==> config.mk <==
export PLATFORM = sky130hd
export DESIGN_NAME = onehot_dec3to8_seq
export DESIGN_NICKNAME = d
export VERILOG_FILES = /design/src/rtl/onehot_dec3to8_seq.sv
export SDC_FILE = /design/constraint.sdc
export NUM_CORES = 1
export LEC_CHECK = 0
export ABC_AREA = 1
export BUFFER_PORTS_ARGS = -buffer_cell sky130_fd_sc_hd__buf_4
export CAP_MARGIN = 20
export CORE_MARGIN = 10
export CORE_UTILIZATION = 40
export CTS_CLUSTER_DIAMETER = 80
export DETAILED_ROUTE_END_ITERATION = 8
export SYNTH_ARGS = -nofsm -noshare
export SYNTH_HDL_FRONTEND = slang
export SYNTH_SLANG_ARGS = --single-unit
==> constraint.sdc <==
create_clock -name clk -period 2 [get_ports clk]
set_clock_uncertainty 0.05 [all_clocks]
set_input_delay 0.1 -clock clk [delete_from_list [all_inputs] [get_ports clk]]
set_output_delay 0.1 -clock clk [all_outputs]
set_load 0.005 [all_outputs]
==> src/rtl/onehot_dec3to8_seq.sv <==
// rtl/onehot_dec3to8_seq.sv - buffered 3-to-8 decoder holding each one-hot code for HOLD_CYCLES
module onehot_dec3to8_seq #(
  parameter int DEPTH       = 4,
  parameter int HOLD_CYCLES = 4,
  parameter int CNT_W       = 8
) (
  input  logic       clk,
  input  logic       rst,
  input  logic       en,
  input  logic       in_valid,
  output logic       in_ready,
  input  logic [2:0] in_code,
  output logic [7:0] out_y,
  output logic       out_valid,
  output logic       busy
);

  localparam int AW = $clog2(DEPTH);

  typedef enum logic {S_IDLE, S_HOLD} state_e;

  state_e           state_q, state_d;
  logic [2:0]       mem_q [DEPTH];
  logic [AW:0]      wr_ptr_q, rd_ptr_q;
  logic [CNT_W-1:0] cnt_q, cnt_d;
  logic [7:0]       out_y_q, out_y_d;
  logic             out_valid_q, out_valid_d;
  logic             empty, full, push, pop;
  logic [2:0]       head;

  // Extra pointer bit separates full from empty when the index bits match.
  assign empty    = (wr_ptr_q == rd_ptr_q);
  assign full     = (wr_ptr_q[AW] != rd_ptr_q[AW]) &&
                    (wr_ptr_q[AW-1:0] == rd_ptr_q[AW-1:0]);
  assign in_ready = !full && !rst;
  assign push     = in_valid && in_ready;
  assign head     = mem_q[rd_ptr_q[AW-1:0]];
  assign busy     = (state_q == S_HOLD) || !empty;

  assign out_y     = out_y_q;
  assign out_valid = out_valid_q;

  always_ff @(posedge clk) begin
    if (push) begin
      mem_q[wr_ptr_q[AW-1:0]] <= in_code;
    end
  end

  always_ff @(posedge clk) begin
    if (rst) begin
      wr_ptr_q <= '0;
      rd_ptr_q <= '0;
    end else begin
      if (push) wr_ptr_q <= wr_ptr_q + (AW+1)'(1);
      if (pop)  rd_ptr_q <= rd_ptr_q + (AW+1)'(1);
    end
  end

  always_ff @(posedge clk) begin
    if (rst) begin
      state_q     <= S_IDLE;
      cnt_q       <= '0;
      out_y_q     <= '0;
      out_valid_q <= 1'b0;
    end else begin
      state_q     <= state_d;
      cnt_q       <= cnt_d;
      out_y_q     <= out_y_d;
      out_valid_q <= out_valid_d;
    end
  end

  always_comb begin
    state_d = state_q;
    case (state_q)
      S_IDLE: if (en && !empty) state_d = S_HOLD;
      S_HOLD: begin
        if (!en)                           state_d = S_IDLE;
        else if ((cnt_q == '0) && empty)   state_d = S_IDLE;
      end
      default: state_d = S_IDLE;
    endcase
  end

  // Pop decisions use only registered pointers, so a freshly pushed code waits one edge.
  always_comb begin
    pop         = 1'b0;
    cnt_d       = cnt_q;
    out_y_d     = out_y_q;
    out_valid_d = out_valid_q;
    case (state_q)
      S_IDLE: begin
        if (en && !empty) begin
          pop         = 1'b1;
          out_y_d     = 8'd1 << head;
          out_valid_d = 1'b1;
          cnt_d       = CNT_W'(HOLD_CYCLES - 1);
        end
      end
      S_HOLD: begin
        if (!en) begin
          out_y_d     = '0;
          out_valid_d = 1'b0;
        end else if (cnt_q != '0) begin
          cnt_d = cnt_q - CNT_W'(1);
        end else if (!empty) begin
          pop         = 1'b1;
          out_y_d     = 8'd1 << head;
          out_valid_d = 1'b1;
          cnt_d       = CNT_W'(HOLD_CYCLES - 1);
        end else begin
          out_y_d     = '0;
          out_valid_d = 1'b0;
        end
      end
      default: begin
        out_y_d     = '0;
        out_valid_d = 1'b0;
      end
    endcase
  end

endmodule

==> qor.txt, run 1 <==
Yosys reg bits: 38
minimum clock period: 1680 ps
Mean Syn Cell Area: 7.62 um^2
RSZ-0062 raised after global routing: false
Yosys top cell by area: dfxtp_1
GR Util met3: 0.0391
status: completed
clock sink count: 38
Routed WL per cell: 10.6 um
met2 Usage GRT: 0.154
clock root cell: clkbuf_8
count of final setup violators: 0
DIE HEIGHT: 90.3 um
worst min-delay path category: input port to flip-flop
Detailed Route WL: 3730 um
clk buf depth: 2
CP required: 1920 ps
drt drc: 0
Worst setup SP type: flip-flop
most frequent CP cell: nand2_1
Pwr per Cell Area: 962 mW/mm^2
gr ovfl total: 0
Ant. Diodes: 0
Slew HR: 0.782
synthesized area: 0.00197 mm^2
Synth top area share: 0.264
initial antenna violation count: 0
R2R depth: 6
Port Buffers: 17
Netlist cell types: 29
top achievable clock speed: 0.594 GHz
Max IR drop VDD: 0.272 mV
area post-placement: 0.00217 mm^2
Skew-Pair Late Insertion Delay: 290 ps
CTS Buf Count: 5
reg2reg start: wr_ptr_q[1]
Fin. Hold Viols: 0
part of the cycle the worst path needs: 0.841
Max stage delay on crit path: 410 ps
sequential power share: 0.427
CORE AREA: 0.00475 mm^2
hold depth: 2
share of layout cells above drive strength 1: 0.168
critical path cell sequence: inv_2 -> nand2_1 -> nand2_1 -> nand4_1 -> nand3_1 -> nor2_1
Slew @ Worst Pin: 327 ps
Post-Syn Nets: 273
switching portion of total power: 0.355
kind of critical path: flip-flop to flip-flop
Critical-path top delay cell: dfxtp_1
DIE AREA: 0.00815 mm^2
final std cells w/o fill: 352
# nets final: 298
count leader, synth: nand2_1
GRT Overall Usage: 0.0966
Synth Instances: 259
max_cap viols: 0
IO Pins: 18
Arr. time, crit path: 1600 ps
number of global-route vias before repair: 1472
gpl congestion: 0.842
Initial Utilization: 0.415
post-DP HPWL: 2880 um
GRT met1 Usage: 0.109
fin area: 0.00230 mm^2
antenna-violating nets left: 0
DR pass1 iterations: 4
Worst Hold Path EP: wr_ptr_q[2]
largest net degree at the start of global routing: 15
Leak Pwr: 0.00105 uW
hold wc startpoint: rst
asr flop ratio synth: 0
row count: 25
H-tree levels: 2
crit path capture type: flip-flop
Ys Warns: 0
placed cells: 340
P_sw: 785 uW
GR peak layer: met2
Clk pin slew, worst setup/hold paths: 70 ps
CTS tree: done
Synth area leaders: dfxtp_1 26%, edfxtp_1 18%, nand2_1 14%, nor2_1 6.3%, inv_1 5.9%
max-slew violation count: 0
vias per cell: 4.52
critical path peak fanout: 8
ys flop type: dfxtp_1
RR Endpoint: mem_q[1][2]
FF-to-FF setup slack: 320 ps
most common library cells after synthesis: 72 x nand2_1, 33 x nor2_1, 31 x inv_1
global-route wire length before repair: 6470 um
Power Internal: 1430 uW
DR vias: 1592
setup TNS: 0 ps
P&R area growth vs syn: 16.5%
Comb pwr share: 0.330
EDFF count, synth: 12
sequential fraction of the synthesis area: 0.446
Clock Power Share: 0.244
DR iter-0 viols: 44
Die Wd: 90.3 um
-- what timing repair did --
action | in CTS | in global routing
endpoints found under the hold margin | 13 | 0
hold buffers | 4 | 0
gates resized for setup | 0 | 0
setup buffers | 0 | 0
-- final cells by class --
cell class                      count  area (um^2)
Multi-Input combinational cell    179          926
Clock inverter                      1         5.00
Sequential cell                    38          881
Inverter                           38          143
Clock buffer                        7         86.3
Timing Repair Buffer               22          175
Tap cell                           67         83.8
Fill cell                         511         2450
-- cells in the final DEF (no fill, tap or decap), types with 3 or more instances in the layout --
master          n
buf_4          18
inv_1          31
nand2_1        72
clkbuf_8        6
dfxtp_1        26
ha_1            7
o21ai_1         4
nand2_4         4
nor2_1         33
dlygate4sd3_1   4
nand3_1        21
nor2_2          3
edfxtp_1       12
a21oi_1        11
nor2_4          3
nand2_2         3
inv_2           6
nand4_1         4
-- state kept, by name (all words and copies together), names as in the netlist, named ones only --
| register | cells |
|---|---|
| state_q | 1 |
| rd_ptr_q | 3 |
| mem_q | 12 |
| wr_ptr_q | 3 |
| out_y | 8 |
| out_valid | 1 |
| cnt_q | 8 |
-- cell families (layout without fill, tap and decap cells) --
group,count (synthesis),count (layout),share of synthesized area
adder cells (fa/ha/maj),7,7,0.0444
buffers and inverters,42,68,0.0849
XOR/XNOR,3,3,0.0133
AND/OR/NAND/NOR,149,149,0.352
flip-flops,38,38,0.446
AO/OA/AOI/OAI,20,20,0.0589
-- power groups by stage --
| stage | clock [uW] | combinational [uW] | sequential (uW) |
|---|---|---|---|
| after floorplan | 0 | 573 | 944 |
| after global placement | 0 | 731 | 960 |
| after detailed placement | 0 | 734 | 963 |
| after CTS | 563 | 744 | 945 |
| after global routing | 583 | 841 | 956 |
| final | 539 | 729 | 944 |
-- metrics by stage --
| stage | total power [uW] | setup WS (ps) | utilization | hold WS (ps) |
|---|---|---|---|---|
| 6_report | 2210 | 318 | 0.484 | 34.8 |
| 5_1_grt | 2380 | 126 | 0.484 | 30.3 |
| 4_1_cts | 2250 | 316 | 0.484 | 26.3 |
| 3_5_place_dp | 1700 | 327 | 0.456 | 267 |
| 3_3_place_gp | 1690 | 381 | 0.456 | 266 |
| 2_1_floorplan | 1520 | 544 | - | 119 |
-- how the worst max path moves through the flow --
stage           startpoint          end  slack (ps)
2_1_floorplan  wr_ptr_q[1]  mem_q[0][0]         540
3_3_place_gp   wr_ptr_q[1]  mem_q[1][2]         380
3_5_place_dp   wr_ptr_q[1]  mem_q[1][1]         330
4_1_cts        wr_ptr_q[1]  mem_q[1][1]         320
5_1_grt        wr_ptr_q[1]  mem_q[1][0]         130
6_report       wr_ptr_q[1]  mem_q[1][2]         320
-- layer usage --
metal | vias up | share of wire
li1 | 865 | -
met1 | 690 | 0.49
met3 | 7 | 0.057
met2 | 30 | 0.43
met5 | - | 0
met4 | 0 | 0.022
-- worst max-delay path: cells and delay by family, from the launching register on --
kind                   cells  cell delay [ps]
AND/OR/NAND/NOR            5              830
flip-flops                 1              410
buffers and inverters      1               70
No activity file was read; power rests on OpenSTA's default activity.
==> run 2: changes to the inputs <==
clock period = 1.5 ns   (was 2 ns; I/O delays follow)
==> run 2 against run 1 <==
Against the previous run:
- critical path depth grew 2
- final cell count rose by 7.7%
- sequential power up 35%
- sequential share of layout area down 5.3 points
- via count is 11% higher
- clock power is 24% higher
- power increased by 51%
- combinational power rose by 93%
- largest power group is now combinational cells
- register-to-register slack got worse by 280 ps
==> qor.txt, run 2 (synthesized netlist as in run 1, its figures left out) <==
Leak Pwr: 0.00120 uW (+15%)
final std cells w/o fill: 379 (+7.7%)
commonest non-fill, non-tap cells in the layout: 65 x nand2_1, 37 x buf_4, 29 x nor2_1
hold depth: 2 (unchanged)
commonest non-fill, non-tap cell in the layout: nand2_1
drt drc: 0 (unchanged)
max-slew violation count: 0 (unchanged)
WP depth: 8 (+2)
IO Pins: 18 (unchanged)
post-DP HPWL: 3060 um (+6.1%)
clk buf depth: 2 (unchanged)
part of the cycle the worst path needs: 0.976 (+0.135)
Port Buffers: 17 (unchanged)
CTS Buf Count: 5 (unchanged)
top achievable clock speed: 0.683 GHz (+15%)
R2R depth: 8 (+2)
max_cap viols: 0 (unchanged)
gpl congestion: 0.828 (-1.8%)
largest net degree at the start of global routing: 15 (unchanged)
Fin. Hold Viols: 0 (unchanged)
Worst Path Buf+Inv: 3 (+2)
RSZ-0062 raised after global routing: true
setup TNS: 0 ps (unchanged)
H-tree levels: 2 (unchanged)
P&R area growth vs syn: 37.8%
Die Wd: 90.3 um (unchanged)
Detailed Route WL: 4510 um (+21%)
Slew @ Worst Pin: 253 ps (-74.2 ps)
minimum clock period: 1460 ps (-218 ps)
# nets final: 325 (+9.1%)
CORE AREA: 0.00475 mm^2 (unchanged)
placed cells: 359 (+5.6%)
CTS tree: done
critical path peak fanout: 5 (-3)
GRT Overall Usage: 0.100 (+0.00367)
global-route wire length before repair: 6900 um (+6.6%)
Arr. time, crit path: 1420 ps (-180 ps)
Initial Utilization: 0.415 (unchanged)
critical path's top delay family: simple AND/OR/NAND/NOR gates
Critical-path top delay cell: dfxtp_2
crit path capture type: flip-flop
initial antenna violation count: 0 (unchanged)
count of final setup violators: 0 (unchanged)
DIE AREA: 0.00815 mm^2 (unchanged)
antenna-violating nets left: 0 (unchanged)
row count: 25 (unchanged)
Pwr per Cell Area: 1230 mW/mm^2 (+28%)
share of layout cells above drive strength 1: 0.346 (+0.178)
Clk pin slew, worst setup/hold paths: 70 ps (about the same)
kind of critical path: flip-flop to flip-flop
Worst setup SP type: flip-flop
Max IR drop VDD: 0.489 mV (+80%)
Max stage delay on crit path: 360 ps (-50 ps)
critical path cell sequence: inv_2 -> nand2_2 -> nand2_2 -> nand4_1 -> buf_4 -> nand3_4 -> nor2_1 -> buf_4
number of global-route vias before repair: 1564 (+6.3%)
max reg flops: 12 (unchanged)
Slew HR: 0.831 (+0.0494)
DR vias: 1761 (+11%)
Ant. Diodes: 0 (unchanged)
worst min-delay path category: input port to flip-flop
DIE HEIGHT: 90.3 um (unchanged)
clock sink count: 38 (unchanged)
status: completed
Routed WL per cell: 11.9 um (+12%)
CP required: 1450 ps (-470 ps)
vias per cell: 4.65 (+2.7%)
DR pass1 iterations: 4 (unchanged)
clock root cell: clkbuf_8
gr ovfl total: 0 (unchanged)
DR iter-0 viols: 44 (unchanged)
Skew-Pair Late Insertion Delay: 280 ps (about the same)
-- run 2: layout make-up --
cell class / instances / area, um^2
tap: 67 / 83.8
sequential: 38 / 897
clock inverter: 2 / 8.76
fill: 448 / 2030
clock buffer: 6 / 72.6
timing repair buffer: 46 / 392
multi-input combinational: 182 / 1120
inverter: 38 / 145
-- run 2: per-stage QoR --
stage               utilization  instance area, um^2  hold WS (ps)  total power, uW  worst slack (ps)
floorplan                     -                 1970          94.1             2020              43.9
global placement          0.486                 2310           242             2350             -20.8
global route              0.572                 2720          37.4             3590             -28.3
detailed placement        0.486                 2310           240             2360             -32.3
finish                    0.572                 2720          30.4             3350              35.8
CTS                       0.512                 2440          20.3             3040             0.969
-- run 2: repair_timing --
| item | in CTS | in global routing |
|---|---|---|
| endpoints found under the setup margin | 17 | 35 |
| gates cloned | 0 | 3 |
| hold buffers | 4 | 0 |
| gates resized for setup | 2 | 54 |
| pin swaps | 0 | 24 |
| hold endpoints to repair | 13 | 0 |
| buffers inserted | 0 | 5 |
-- run 2: final timing paths --
path,end,slack (ps),start
worst max-delay path,mem_q[1][1],40,rd_ptr_q[1]
worst min-delay path,cnt_q[6],30,rst
worst max register to register,mem_q[1][1],40,rd_ptr_q[1]
worst min register to register,out_valid,420,out_valid
-- run 2: where the power goes --
| group | switching, uW | leakage (uW) | internal [uW] |
|---|---|---|---|
| Combinational | 819 | 0.000833 | 595 |
| Sequential | 90.3 | 0.000326 | 1170 |
| Clock | 351 | 0.0000426 | 320 |
| Total | 1260 | 0.00120 | 2090 |
-- run 2: routing by layer --
layer	share of wire	up-vias	GRT usage
met3	0.031	4	0.0274
li1	-	929	-
met1	0.49	807	0.123
met2	0.47	21	0.163
met4	0.0080	0	0.0371
met5	0	-	0
==> run 3: changes to the inputs <==
ABC_AREA = unset   (was 1)
==> run 3 against run 2 <==
Against the previous run:
- via count shrank 29%
- final area shrank 11%
- sequential share of layout area grew 4.1 points
- the run now ends with setup timing left
- final cell count shrank 34%
- sequential power is essentially flat
- highest routed layer unchanged
==> qor.txt, run 3 <==
Yosys reg bits: 38 (unchanged)
DR vias: 1255 (-29%)
DR pass1 iterations: 4 (unchanged)
Ys Warns: 0 (unchanged)
worst min-delay path category: input port to flip-flop
placed cells: 235 (-35%)
Clk pin slew, worst setup/hold paths: 70 ps (about the same)
drt drc: 0 (unchanged)
top achievable clock speed: 0.549 GHz (-20%)
Slew HR: 0.746 (-0.0853)
Synth top area share: 0.316 (+0.0527)
asr flop ratio synth: 0 (unchanged)
share of layout cells above drive strength 1: 0.488 (+0.141)
most common library cells after synthesis: 26 x dfxtp_1, 12 x edfxtp_1, 12 x nor2_1
Skew-Pair Late Insertion Delay: 290 ps (about the same)
crit path capture type: flip-flop
Post-Syn Nets: 159 (-42%)
number of global-route vias before repair: 1294 (-17%)
count of final setup violators: 38 (+38)
commonest non-fill, non-tap cell in the layout: buf_4
minimum clock period: 1820 ps (+358 ps)
EDFF count, synth: 12 (unchanged)
Max IR drop VDD: 0.722 mV (+48%)
RSZ-0062 raised after global routing: true
Detailed Route WL: 3390 um (-25%)
Arr. time, crit path: 1960 ps (+540 ps)
clk buf depth: 2 (unchanged)
clock sink count: 38 (unchanged)
GRT Overall Usage: 0.100 (+0.000173)
count leader, synth: dfxtp_1
critical path peak fanout: 8 (+3)
Port Buffers: 17 (unchanged)
DR iter-0 viols: 44 (unchanged)
status: finished with violations
area post-placement: 0.00213 mm^2 (-8.0%)
Initial Utilization: 0.411 (-0.00394)
Mean Syn Cell Area: 11.3 um^2 (+49%)
Netlist cell types: 40 (+38%)
DIE HEIGHT: 84.1 um (-6.8%)
Synth area leaders: dfxtp_1 32%, edfxtp_1 22%, xnor2_1 5.9%, ha_1 5.3%, mux4_2 4.1%
DIE AREA: 0.00708 mm^2 (-13%)
Ant. Diodes: 0 (unchanged)
max_cap viols: 0 (unchanged)
vias per cell: 5.00 (+7.6%)
P&R area growth vs syn: 46.5%
CP required: 1640 ps (+190 ps)
clock root cell: clkbuf_8
Fin. Hold Viols: 0 (unchanged)
CTS tree: done
failing checks: setup timing
ys flop type: dfxtp_1
Synth Instances: 145 (-44%)
gr ovfl total: 0 (unchanged)
kind of critical path: flip-flop to flip-flop
H-tree levels: 2 (unchanged)
largest net degree at the start of global routing: 16 (+1)
max-slew violation count: 0 (unchanged)
CORE AREA: 0.00400 mm^2 (-16%)
Worst setup SP type: flip-flop
global-route wire length before repair: 5840 um (-15%)
IO Pins: 18 (unchanged)
row count: 23 (-8.0%)
gpl congestion: 0.793 (-4.2%)
sequential fraction of the synthesis area: 0.535 (+0.0892)
fin area: 0.00241 mm^2 (-11%)
antenna-violating nets left: 0 (unchanged)
part of the cycle the worst path needs: 1.21 (+0.239)
Routed WL per cell: 13.5 um (+13%)
commonest non-fill, non-tap cells in the layout: 47 x buf_4, 17 x dfxtp_1, 12 x nor2_1, 12 x edfxtp_1
Yosys top cell by area: dfxtp_1
Pwr per Cell Area: 1420 mW/mm^2 (+15%)
Die Wd: 84.1 um (-6.8%)
CTS Buf Count: 5 (unchanged)
final std cells w/o fill: 251 (-34%)
Slew @ Worst Pin: 380 ps (+127 ps)
setup TNS: -6870 ps (-6870 ps)
Leak Pwr: 0.000956 uW (-20%)
# nets final: 214 (-34%)
post-DP HPWL: 2500 um (-18%)
synthesized area: 0.00165 mm^2 (-17%)
post-layout worst setup margin: -322 ps (-358 ps)
max reg flops: 12 (unchanged)
initial antenna violation count: 0 (unchanged)
-- run 3: changes by cell type after synthesis, sizes merged, moves of 4 or more --
cell,before,now
a32o,0,4
nand3,24,1
inv,37,7
a21oi,11,6
nor2,39,12
o21ai,7,2
nand2,79,11
and2,0,4
xnor2,1,11
-- run 3: stage by stage --
stage	hold WS (ps)	utilization	setup WS [ps]	total power [uW]
after CTS	-32.3	0.586	-314	3370
after floorplan	124	-	-311	1980
final	139	0.602	-322	3420
after detailed placement	233	0.531	-338	2430
after global routing	154	0.602	-399	3640
after global placement	230	0.531	-300	2410
-- run 3: worst paths after layout --
path | startpoint | end | slack, ps | cells past startpoint
hold / removal | en | cnt_q[0] | 140 | 4
setup / recovery | cnt_q[5] | rd_ptr_q[2] | -320 | 6
hold reg to reg | out_y[1] | out_y[1] | 420 | 1
setup reg to reg | cnt_q[5] | rd_ptr_q[2] | -320 | 6
-- run 3: final cells by class --
| class | count | area (um^2) |
|---|---|---|
| Clock buffer | 6 | 72.6 |
| Multi-Input combinational cell | 94 | 878 |
| Sequential cell | 38 | 892 |
| Timing Repair Buffer | 54 | 444 |
| Inverter | 7 | 26.3 |
| Tap cell | 50 | 62.6 |
| Fill cell | 308 | 1590 |
| Clock inverter | 2 | 33.8 |
-- run 3: per-layer routing --
layer | part of all wire | GRT usage
met5 | 0 | 0
met4 | 0.018 | 0.0411
met3 | 0.059 | 0.0425
met2 | 0.48 | 0.163
met1 | 0.44 | 0.113
-- run 3: kinds of logic (layout without fill, tap and decap cells) --
| kind of cell | count (synthesis) | after routing | share of synthesized area |
|---|---|---|---|
| XOR/XNOR | 12 | 12 | 0.0639 |
| multiplexers | 3 | 3 | 0.0411 |
| flip-flops | 38 | 38 | 0.535 |
| AO/OA/AOI/OAI | 25 | 25 | 0.119 |
| adder cells (fa/ha/maj) | 7 | 7 | 0.0532 |
| AND/OR/NAND/NOR | 47 | 47 | 0.157 |
| buffers and inverters | 13 | 69 | 0.0304 |
-- run 3: what timing repair did --
item | in CTS | in global routing
pin swaps | 13 | 11
setup endpoints to repair | 38 | 38
endpoints found under the hold margin | 17 | 4
gates resized for setup | 19 | 8
buffers inserted | 3 | 1
gates cloned | 0 | 0
hold buffers | 3 | 1
-- run 3: where the power goes --
part	internal (uW)	leakage (uW)	switching [uW]
sequential	1180	0.000324	68.9
clock	491	0.0000528	343
combinational	716	0.000579	618
-- run 3: critical path, stage by stage, from the launching register on --
cell,delay (ps)
dfxtp_1,320
or4_4,580
o21ai_4,190
buf_4,190
and4b_1,220
xnor2_1,120
nor2_1,50
